**config.mk**
```make
export PLATFORM = sky130hd
export DESIGN_NAME = adc_bcd_scanner
export DESIGN_NICKNAME = d
export VERILOG_FILES = /design/src/rtl/adc_bcd_scanner.sv
export SDC_FILE = /design/constraint.sdc
export NUM_CORES = 1
export LEC_CHECK = 0
export BUFFER_PORTS_ARGS = -buffer_cell sky130_fd_sc_hd__buf_2
export CORE_MARGIN = 3
export CORE_UTILIZATION = 51
export DETAILED_ROUTE_END_ITERATION = 10
export PLACE_DENSITY = 0.68
export SYNTH_ARGS = -nofsm -noshare
export SYNTH_HDL_FRONTEND = slang
export SYNTH_SLANG_ARGS = --single-unit
```
**constraint.sdc**
```tcl
create_clock -name CLK100MHZ -period 4.66 [get_ports CLK100MHZ]
set_input_delay 0.466 -clock CLK100MHZ [delete_from_list [all_inputs] [get_ports CLK100MHZ]]
set_output_delay 0.466 -clock CLK100MHZ [all_outputs]
set_load 0.02 [all_outputs]
```
**src/rtl/adc_bcd_scanner.sv**
```systemverilog
// Periodic ADC channel scanner: snapshots a selected channel, scales it and converts it to BCD
// with a sequential double-dabble. Optional macro LEADING_ZERO_BLANK_EN enables leading-zero blanking.
module adc_bcd_scanner #(
  parameter int NCH         = 4,
  parameter int SAMPLE_W    = 12,
  parameter int NDIG        = 7,
  parameter int SCALE_MUL   = 250000,
  parameter int SCALE_SHIFT = 10,
  parameter int PERIOD      = 10000000,
  parameter int FULL_CODE   = 4093,
  localparam int SCALED_W   = SAMPLE_W + $clog2(SCALE_MUL + 1),
  localparam int CW         = $clog2(NCH)
) (
  input  logic                CLK100MHZ,
  input  logic                RST_BTN,
  input  logic                smp_valid,
  input  logic [CW-1:0]       smp_ch,
  input  logic [SAMPLE_W-1:0] smp_data,
  input  logic [CW-1:0]       sel,
  output logic [4*NDIG-1:0]   bcd_out,
  output logic [NDIG-1:0]     blank,
  output logic                upd_valid,
  output logic                busy,
  output logic                ovf
);

  localparam int PCW = $clog2(PERIOD);
  localparam int BCW = $clog2(SCALED_W);

  function automatic logic [63:0] pow10(input int n);
    logic [63:0] r;
    r = 64'd1;
    for (int i = 0; i < n; i++) r = r * 64'd10;
    return r;
  endfunction

  localparam logic [63:0]       MAX_DISP = pow10(NDIG) - 64'd1;
  localparam logic [4*NDIG-1:0] FULL_BCD = {4'd1, {(4*(NDIG-1)){1'b0}}};
  localparam logic [4*NDIG-1:0] ALL9_BCD = {NDIG{4'd9}};

  typedef enum logic [1:0] {S_IDLE, S_SCALE, S_CONV, S_DONE} state_e;

  state_e                state_q, state_d;
  logic [PCW-1:0]        cnt_q, cnt_d;
  logic                  tick;
  logic [SAMPLE_W-1:0]   smp_q [NCH];
  logic [SAMPLE_W-1:0]   smp_d [NCH];
  logic [SAMPLE_W-1:0]   sel_val;
  logic [SAMPLE_W-1:0]   snap_q, snap_d;
  logic [SCALED_W-1:0]   scaled;
  logic [SCALED_W-1:0]   bin_q, bin_d;
  logic [4*NDIG-1:0]     bcd_q, bcd_d;
  logic [4*NDIG-1:0]     dd_adj, dd_shift;
  logic [BCW-1:0]        bitcnt_q, bitcnt_d;
  logic                  ovf_wip_q, ovf_wip_d;
  logic [4*NDIG-1:0]     bcd_out_q, bcd_out_d;
  logic                  ovf_q, ovf_d;
  logic                  upd_valid_q, upd_valid_d;

  always_comb begin
    tick  = (cnt_q == PCW'(PERIOD - 1));
    cnt_d = tick ? '0 : cnt_q + 1'b1;
  end

  // Out-of-range channel indices are dropped rather than aliased onto a real channel.
  always_comb begin
    smp_d = smp_q;
    if (smp_valid && (32'(smp_ch) < NCH)) smp_d[smp_ch] = smp_data;
  end

  always_comb begin
    sel_val = '0;
    if (32'(sel) < NCH) sel_val = smp_q[sel];
  end

  // Full-width product so no precision is lost before the shift.
  always_comb begin
    scaled = SCALED_W'((SCALED_W'(snap_q) * SCALED_W'(SCALE_MUL)) >> SCALE_SHIFT);
  end

  always_comb begin
    dd_adj = bcd_q;
    for (int i = 0; i < NDIG; i++) begin
      if (bcd_q[4*i +: 4] >= 4'd5) dd_adj[4*i +: 4] = bcd_q[4*i +: 4] + 4'd3;
    end
    dd_shift = {dd_adj[4*NDIG-2:0], bin_q[SCALED_W-1]};
  end

  // NOTE: every signal assigned in this block gets a default first, so no path leaves it
  // unassigned and no latch is inferred.
  always_comb begin
    state_d     = state_q;
    snap_d      = snap_q;
    bin_d       = bin_q;
    bcd_d       = bcd_q;
    bitcnt_d    = bitcnt_q;
    ovf_wip_d   = ovf_wip_q;
    bcd_out_d   = bcd_out_q;
    ovf_d       = ovf_q;
    upd_valid_d = 1'b0;
    unique case (state_q)
      S_IDLE: begin
        if (tick) begin
          snap_d  = sel_val;
          state_d = S_SCALE;
        end
      end
      S_SCALE: begin
        if (32'(snap_q) >= FULL_CODE) begin
          bcd_out_d   = FULL_BCD;
          ovf_d       = 1'b0;
          upd_valid_d = 1'b1;
          state_d     = S_DONE;
        end else begin
          bin_d     = scaled;
          bcd_d     = '0;
          bitcnt_d  = BCW'(SCALED_W - 1);
          ovf_wip_d = (64'(scaled) > MAX_DISP);
          state_d   = S_CONV;
        end
      end
      S_CONV: begin
        bcd_d    = dd_shift;
        bin_d    = bin_q << 1;
        bitcnt_d = bitcnt_q - 1'b1;
        // Outputs load on the edge into DONE so they are already valid while upd_valid is high.
        if (bitcnt_q == '0) begin
          bcd_out_d   = ovf_wip_q ? ALL9_BCD : dd_shift;
          ovf_d       = ovf_wip_q;
          upd_valid_d = 1'b1;
          state_d     = S_DONE;
        end
      end
      S_DONE: state_d = S_IDLE;
      default: state_d = S_IDLE;
    endcase
  end

  // NOTE: sequential state uses non-blocking assignments so every flop samples pre-edge values.
  always_ff @(posedge CLK100MHZ) begin
    if (!RST_BTN) begin
      state_q     <= S_IDLE;
      cnt_q       <= '0;
      // NOTE: the sample memory is reset explicitly because a display after reset must show zero,
      // which forces it into flops rather than RAM.
      smp_q       <= '{default: '0};
      snap_q      <= '0;
      bin_q       <= '0;
      bcd_q       <= '0;
      bitcnt_q    <= '0;
      ovf_wip_q   <= 1'b0;
      bcd_out_q   <= '0;
      ovf_q       <= 1'b0;
      upd_valid_q <= 1'b0;
    end else begin
      state_q     <= state_d;
      cnt_q       <= cnt_d;
      smp_q       <= smp_d;
      snap_q      <= snap_d;
      bin_q       <= bin_d;
      bcd_q       <= bcd_d;
      bitcnt_q    <= bitcnt_d;
      ovf_wip_q   <= ovf_wip_d;
      bcd_out_q   <= bcd_out_d;
      ovf_q       <= ovf_d;
      upd_valid_q <= upd_valid_d;
    end
  end

`ifdef LEADING_ZERO_BLANK_EN
  logic [NDIG-1:0] blank_q, blank_d;

  function automatic logic [NDIG-1:0] lead_blank(input logic [4*NDIG-1:0] d);
    logic [NDIG-1:0] b;
    logic            zero_above;
    b          = '0;
    zero_above = 1'b1;
    for (int i = NDIG - 1; i >= 1; i--) begin
      zero_above = zero_above && (d[4*i +: 4] == 4'd0);
      b[i]       = zero_above;
    end
    return b;
  endfunction

  always_comb begin
    blank_d = blank_q;
    if (upd_valid_d) blank_d = lead_blank(bcd_out_d);
  end

  always_ff @(posedge CLK100MHZ) begin
    if (!RST_BTN) blank_q <= '0;
    else          blank_q <= blank_d;
  end

  assign blank = blank_q;
`else
  assign blank = '0;
`endif

  assign bcd_out   = bcd_out_q;
  assign ovf       = ovf_q;
  assign upd_valid = upd_valid_q;
  assign busy      = (state_q != S_IDLE);

endmodule
```
After elaboration in Yosys (flattened, before gate mapping). Index checks and enable logic that the tools add are counted.

Register bits after elaboration: 180. Bits of input ports: 19. Word-level logic and storage cells: 92.

$add $sub $neg: 9. $mul: 1. Order comparisons: 12. Equality and inequality tests: 8. Multiplexer cells: 33. Bitwise gates (word level): 4. Reduce and logical (&&, ||, !) cells: 11.

Operator list (number): $mux 28 (4); $pmux 28 s2 (2); $pmux 30 s2 (1); $bwmux 48 (1); $mux 12 (3); $mux 30 (1); $ge 4x3->1 const B (7); $mul 12x14->26 const B (1); $add 24x1->24 const B (1); $add 4x2->4 const B (6); $bmux 12 s2 (1); $demux 12 s2 (1); $eq 24x24->1 const B (1); $gt 20x24->1 const B (1); $mux 4 (6); $ge 12x12->1 const B (1); $pmux 5 s2 (1); $ne 2x2->1 const B (4); $pmux 2 s4 (1); $reduce_and 2->1 (4); $ge 3x3->1 const B (2); $not 2->3 (2); $logic_not 5->1 (1); $mux 1 (5); other kinds (15) (20).

Depth between registers and ports, before layout.
Depth in word-level cells: 6. Mapped depth: 18. Depth with buffers taken out: 17.

Least setup slack after synthesis. OpenSTA, ideal clock, no wires.

Path kind: register -> register. From: register snap_q[8]. To: register bin_q[19]. Arrival time: 4.156 ns. Data required time: 4.565 ns. Setup slack: 0.409 ns. Cell stages (with the launch flop): 18. Period minus slack after synthesis: 4.251 ns. Cells stage by stage: dfxtp_1 -> inv_1 -> fa_1 -> inv_1 -> ha_1 -> inv_1 -> fa_1 -> inv_1 -> fa_1 -> ha_1 -> ha_1 -> a21oi_1 -> o21a_1 -> nor2_1 -> a2111oi_0 -> o31ai_1 -> a21o_1 -> o311ai_1.

Word-level cells in the longest chain between the ends: 3.

RTL lines: start, declared (RTL line 49) `logic [SAMPLE_W-1:0] snap_q, snap_d;`; start signal, assigned (RTL line 159) `snap_q <= snap_d;`; $mul 12x14->26 / $ge 12x12->1 (equally long branches) (RTL line 78, 109); $mux 30 / $ne 2x2->1 (equally long branches); $pmux 30 s2 / $reduce_and 2->1 (equally long branches); end signal, assigned (RTL line 160) `bin_q <= bin_d;`; end, declared (RTL line 51) `logic [SCALED_W-1:0] bin_q, bin_d;`.

Several ways; a longest one is shown, not always the timed one. The select of a mux whose other input is x is not followed. A chain may end at the register's enable or synchronous reset.

Worst setup path in the final report.
From: register snap_q[5]. To: register bin_q[19].

Same word-level chain as after synthesis.

==> impl_metrics.tcl <==
set metrics [dict create \
    syn_area_mm2 0.0105 \
    synthFlopType "dfxtp_1" \
    avgSynthCellArea_um2 8.45 \
    ios 57 \
    worstMarginPinSlew_ns 1.04 \
    num_vias 8257 \
    setup_violations 0 \
    final_cells 1545 \
    yosysSeqAreaShare 0.339 \
    max_freq_mhz 227 \
    cp_common_cell "fa_1" \
    grt_pass1_vias 7921 \
    crit_chain "fa_1 > ha_1 > fa_1 > fa_1 > inv_1 > fa_1 > inv_1 > ha_1 > o2111ai_1 > and3_1 > o31ai_1 > a21o_1 > o311ai_1" \
    cpMaxStageDelayCell "fa_1" \
    grt_usage 0.207 \
    cts_max_path_buffers 2 \
    path_delay_family "adder cells" \
    dieArea_mm2 0.0224 \
    num_antenna_cells 0 \
    coreArea_mm2 0.0198 \
    syn_to_final_growth_pct 10.0 \
    critPathArrivalTime_ns 4.69 \
    setup_tns_ns 0 \
    initial_core_util 0.530 \
    r2r_end "bin_q[19]" \
    async_flop_share 0 \
    finalHoldViolCount 0 \
    dp_hpwl_mm 15.7 \
    ir_worst_vdd_uv 286 \
    cts_sinks 178 \
    path_buf_inv 2 \
    p_total_uw 3760 \
    fill_cells 1826 \
    drt_pass1_iterations 5 \
    grt_first_pass_wirelength_mm 38.1 \
    synth_cell_type_count 62 \
    min_path_cells 3 \
    cts_hold_buf 0 \
    fin_nets 1424 \
    antenna_found_initial 0 \
    yosysWarnings 0 \
    power_density_mw_per_mm2 325 \
    final_common_cell "nand2_1" \
    die_x_um 150 \
    post-place-cells 1513 \
    comb_power_share 0.154 \
    reg2reg_slack_ns 0.25 \
    intPower_uw 2580 \
    drc 0 \
    num_rows 51 \
    cp-end-kind "register" \
    clock_latency_ns 0.44 \
    syn_inst 1245 \
    rsz0062_at_grt "false" \
    synth_edf_count 0 \
    required_ns 4.93 \
    relSlewSlack 0.307 \
    h-tree-depth 4 \
    p_sw_frac 0.314 \
    portBuffers 48 \
    p_leak_uw 0.00509 \
    clkTransAtPathRegs_ns 0.08 \
    grt_overflow 0 \
    drive_above_1_share 0.102 \
    setup_ws_ns 0.247 \
    synth_seq_cells 178 \
    routed_wirelength_mm 22.3 \
    p_sw_uw 1180 \
    outcome "completed" \
    drt_iter0_markers 324 \
    holdPathEnd "smp_q[3]" \
    mostFrequentLayoutCells "197 x nand2_1, 177 x dfxtp_1, 133 x a21oi_1" \
    cts_buffers 17 \
    grt_max_degree 102 \
    cts_root_buffer "clkbuf_16" \
    cts_tree "done" \
    seqPwrFrac 0.446 \
    fin_crit_ns 4.41 \
    skew_ns 0.0197 \
    min-delay-start "smp_data[3]" \
    drt.antenna.violating_nets 0 \
    fin_crit_sh 0.947 \
    maxSlewViolCount 0 \
    cp_max_fo 6 \
    gp_congestion 0.876 \
    crit_type "register to register" \
    r2r_start "snap_q[5]" \
    fp.dieH_um 150 \
    max_stage_delay_ns 0.55 \
    critPathLaunchType "register" \
    maxCapViolCount 0 \
    pwr-share-clk 0.400 \
    detail_route.wl_per_cell_um 14.5 \
    place_ws_ns 0.155 \
    hold_path.class "input pin to register" \
    viasPerCell 5.34 \
    r2r_cells 13 \
]
-- synthesized netlist by cell type, types with 11 or more instances --
master,number,area share
nand3_1,35,0.017
ha_1,103,0.12
nand4_1,11,0.0065
mux2i_1,27,0.026
xnor2_1,19,0.016
xor2_1,28,0.023
nor3_1,11,0.0052
nor2_1,126,0.045
mux4_2,12,0.026
a21oi_1,133,0.063
inv_1,91,0.032
dfxtp_1,178,0.34
a22oi_1,14,0.010
nand2b_1,12,0.0071
o21ai_0,35,0.017
nand2_1,198,0.071
buf_2,17,0.0081
clkbuf_1,40,0.014
fa_1,35,0.067
-- sequential cells by signal, indices dropped and copies added, names as in the netlist --
register and count:
bitcnt_q 5, bcd_out 28, cnt_q 24, smp_q 48, bin_q 30, upd_valid 1
bcd_q 28, snap_q 12, state_q 2
-- cell type report --
cell class | instances | area (um2) | area share
timing repair buffer | 65 | 368 | 0.0318
tap | 265 | 332 | 0.0286
clock inverter | 15 | 204 | 0.0176
clock buffer | 17 | 425 | 0.0367
inverter | 91 | 344 | 0.0297
sequential | 178 | 3560 | 0.308
multi-input combinational | 914 | 6340 | 0.548
-- power by group through the flow --
stage	registers (uW)	clock network (uW)	logic (uW)
after floorplan	1700	0	446
after detailed placement	1710	0	583
after global placement	1710	0	574
final	1680	1510	580
after CTS	1680	1540	584
after global routing	1690	1600	648
-- per-layer routing --
| metal | global-route usage | vias to the layer above | wire length (um) |
|---|---|---|---|
| li1 | - | 4216 | - |
| met4 | 0.0558 | 0 | 353 |
| met5 | 0 | - | 0 |
| met1 | 0.275 | 3894 | 10700 |
| met3 | 0.0400 | 22 | 729 |
| met2 | 0.348 | 125 | 10600 |
-- tightest hold or removal path: cells and delay by family --
| kind | cells | cell delay [ns] |
|---|---|---|
| buffers and inverters | 1 | 0.12 |
| AND/OR/NAND/NOR | 1 | 0.05 |
| AO/OA/AOI/OAI | 1 | 0.05 |
-- logic make-up (layout without fill, tap and decap cells) --
| kind of cell | Yosys count | after routing | synth area share |
|---|---|---|---|
| adder cells (fa/ha/maj) | 138 | 138 | 0.189 |
| AO/OA/AOI/OAI | 241 | 241 | 0.135 |
| buffers and inverters | 160 | 188 | 0.0630 |
| AND/OR/NAND/NOR | 439 | 439 | 0.181 |
| flip-flops | 178 | 178 | 0.339 |
| XOR/XNOR | 47 | 47 | 0.0391 |
| multiplexers | 41 | 41 | 0.0539 |
| other | 1 | 8 | 0.000356 |
-- worst max path at each step --
stage              start        end  slack (ns)  depth (start not counted)
2_1_floorplan  snap_q[8]  bin_q[19]        0.41                         17
5_1_grt        snap_q[5]  bin_q[19]        0.03                         13
3_3_place_gp   snap_q[4]  bin_q[19]        0.31                         13
3_5_place_dp   snap_q[4]  bin_q[19]        0.16                         13
4_1_cts        snap_q[4]  bin_q[19]        0.16                         13
6_report       snap_q[5]  bin_q[19]        0.25                         13
-- metrics by stage --
stage	hold slack [ns]	util	cell area, um2
floorplan	0.426	-	10500
global placement	0.440	0.551	10900
detailed placement	0.443	0.551	10900
CTS	0.272	0.583	11600
global route	0.270	0.583	11600
finish	0.287	0.583	11600
-- what timing repair did --
item                                    CTS  global route
endpoints found under the setup margin    0             2
gates resized for setup                   0             3
buffers inserted                          0             0
No activity file was read; power rests on OpenSTA's default activity.
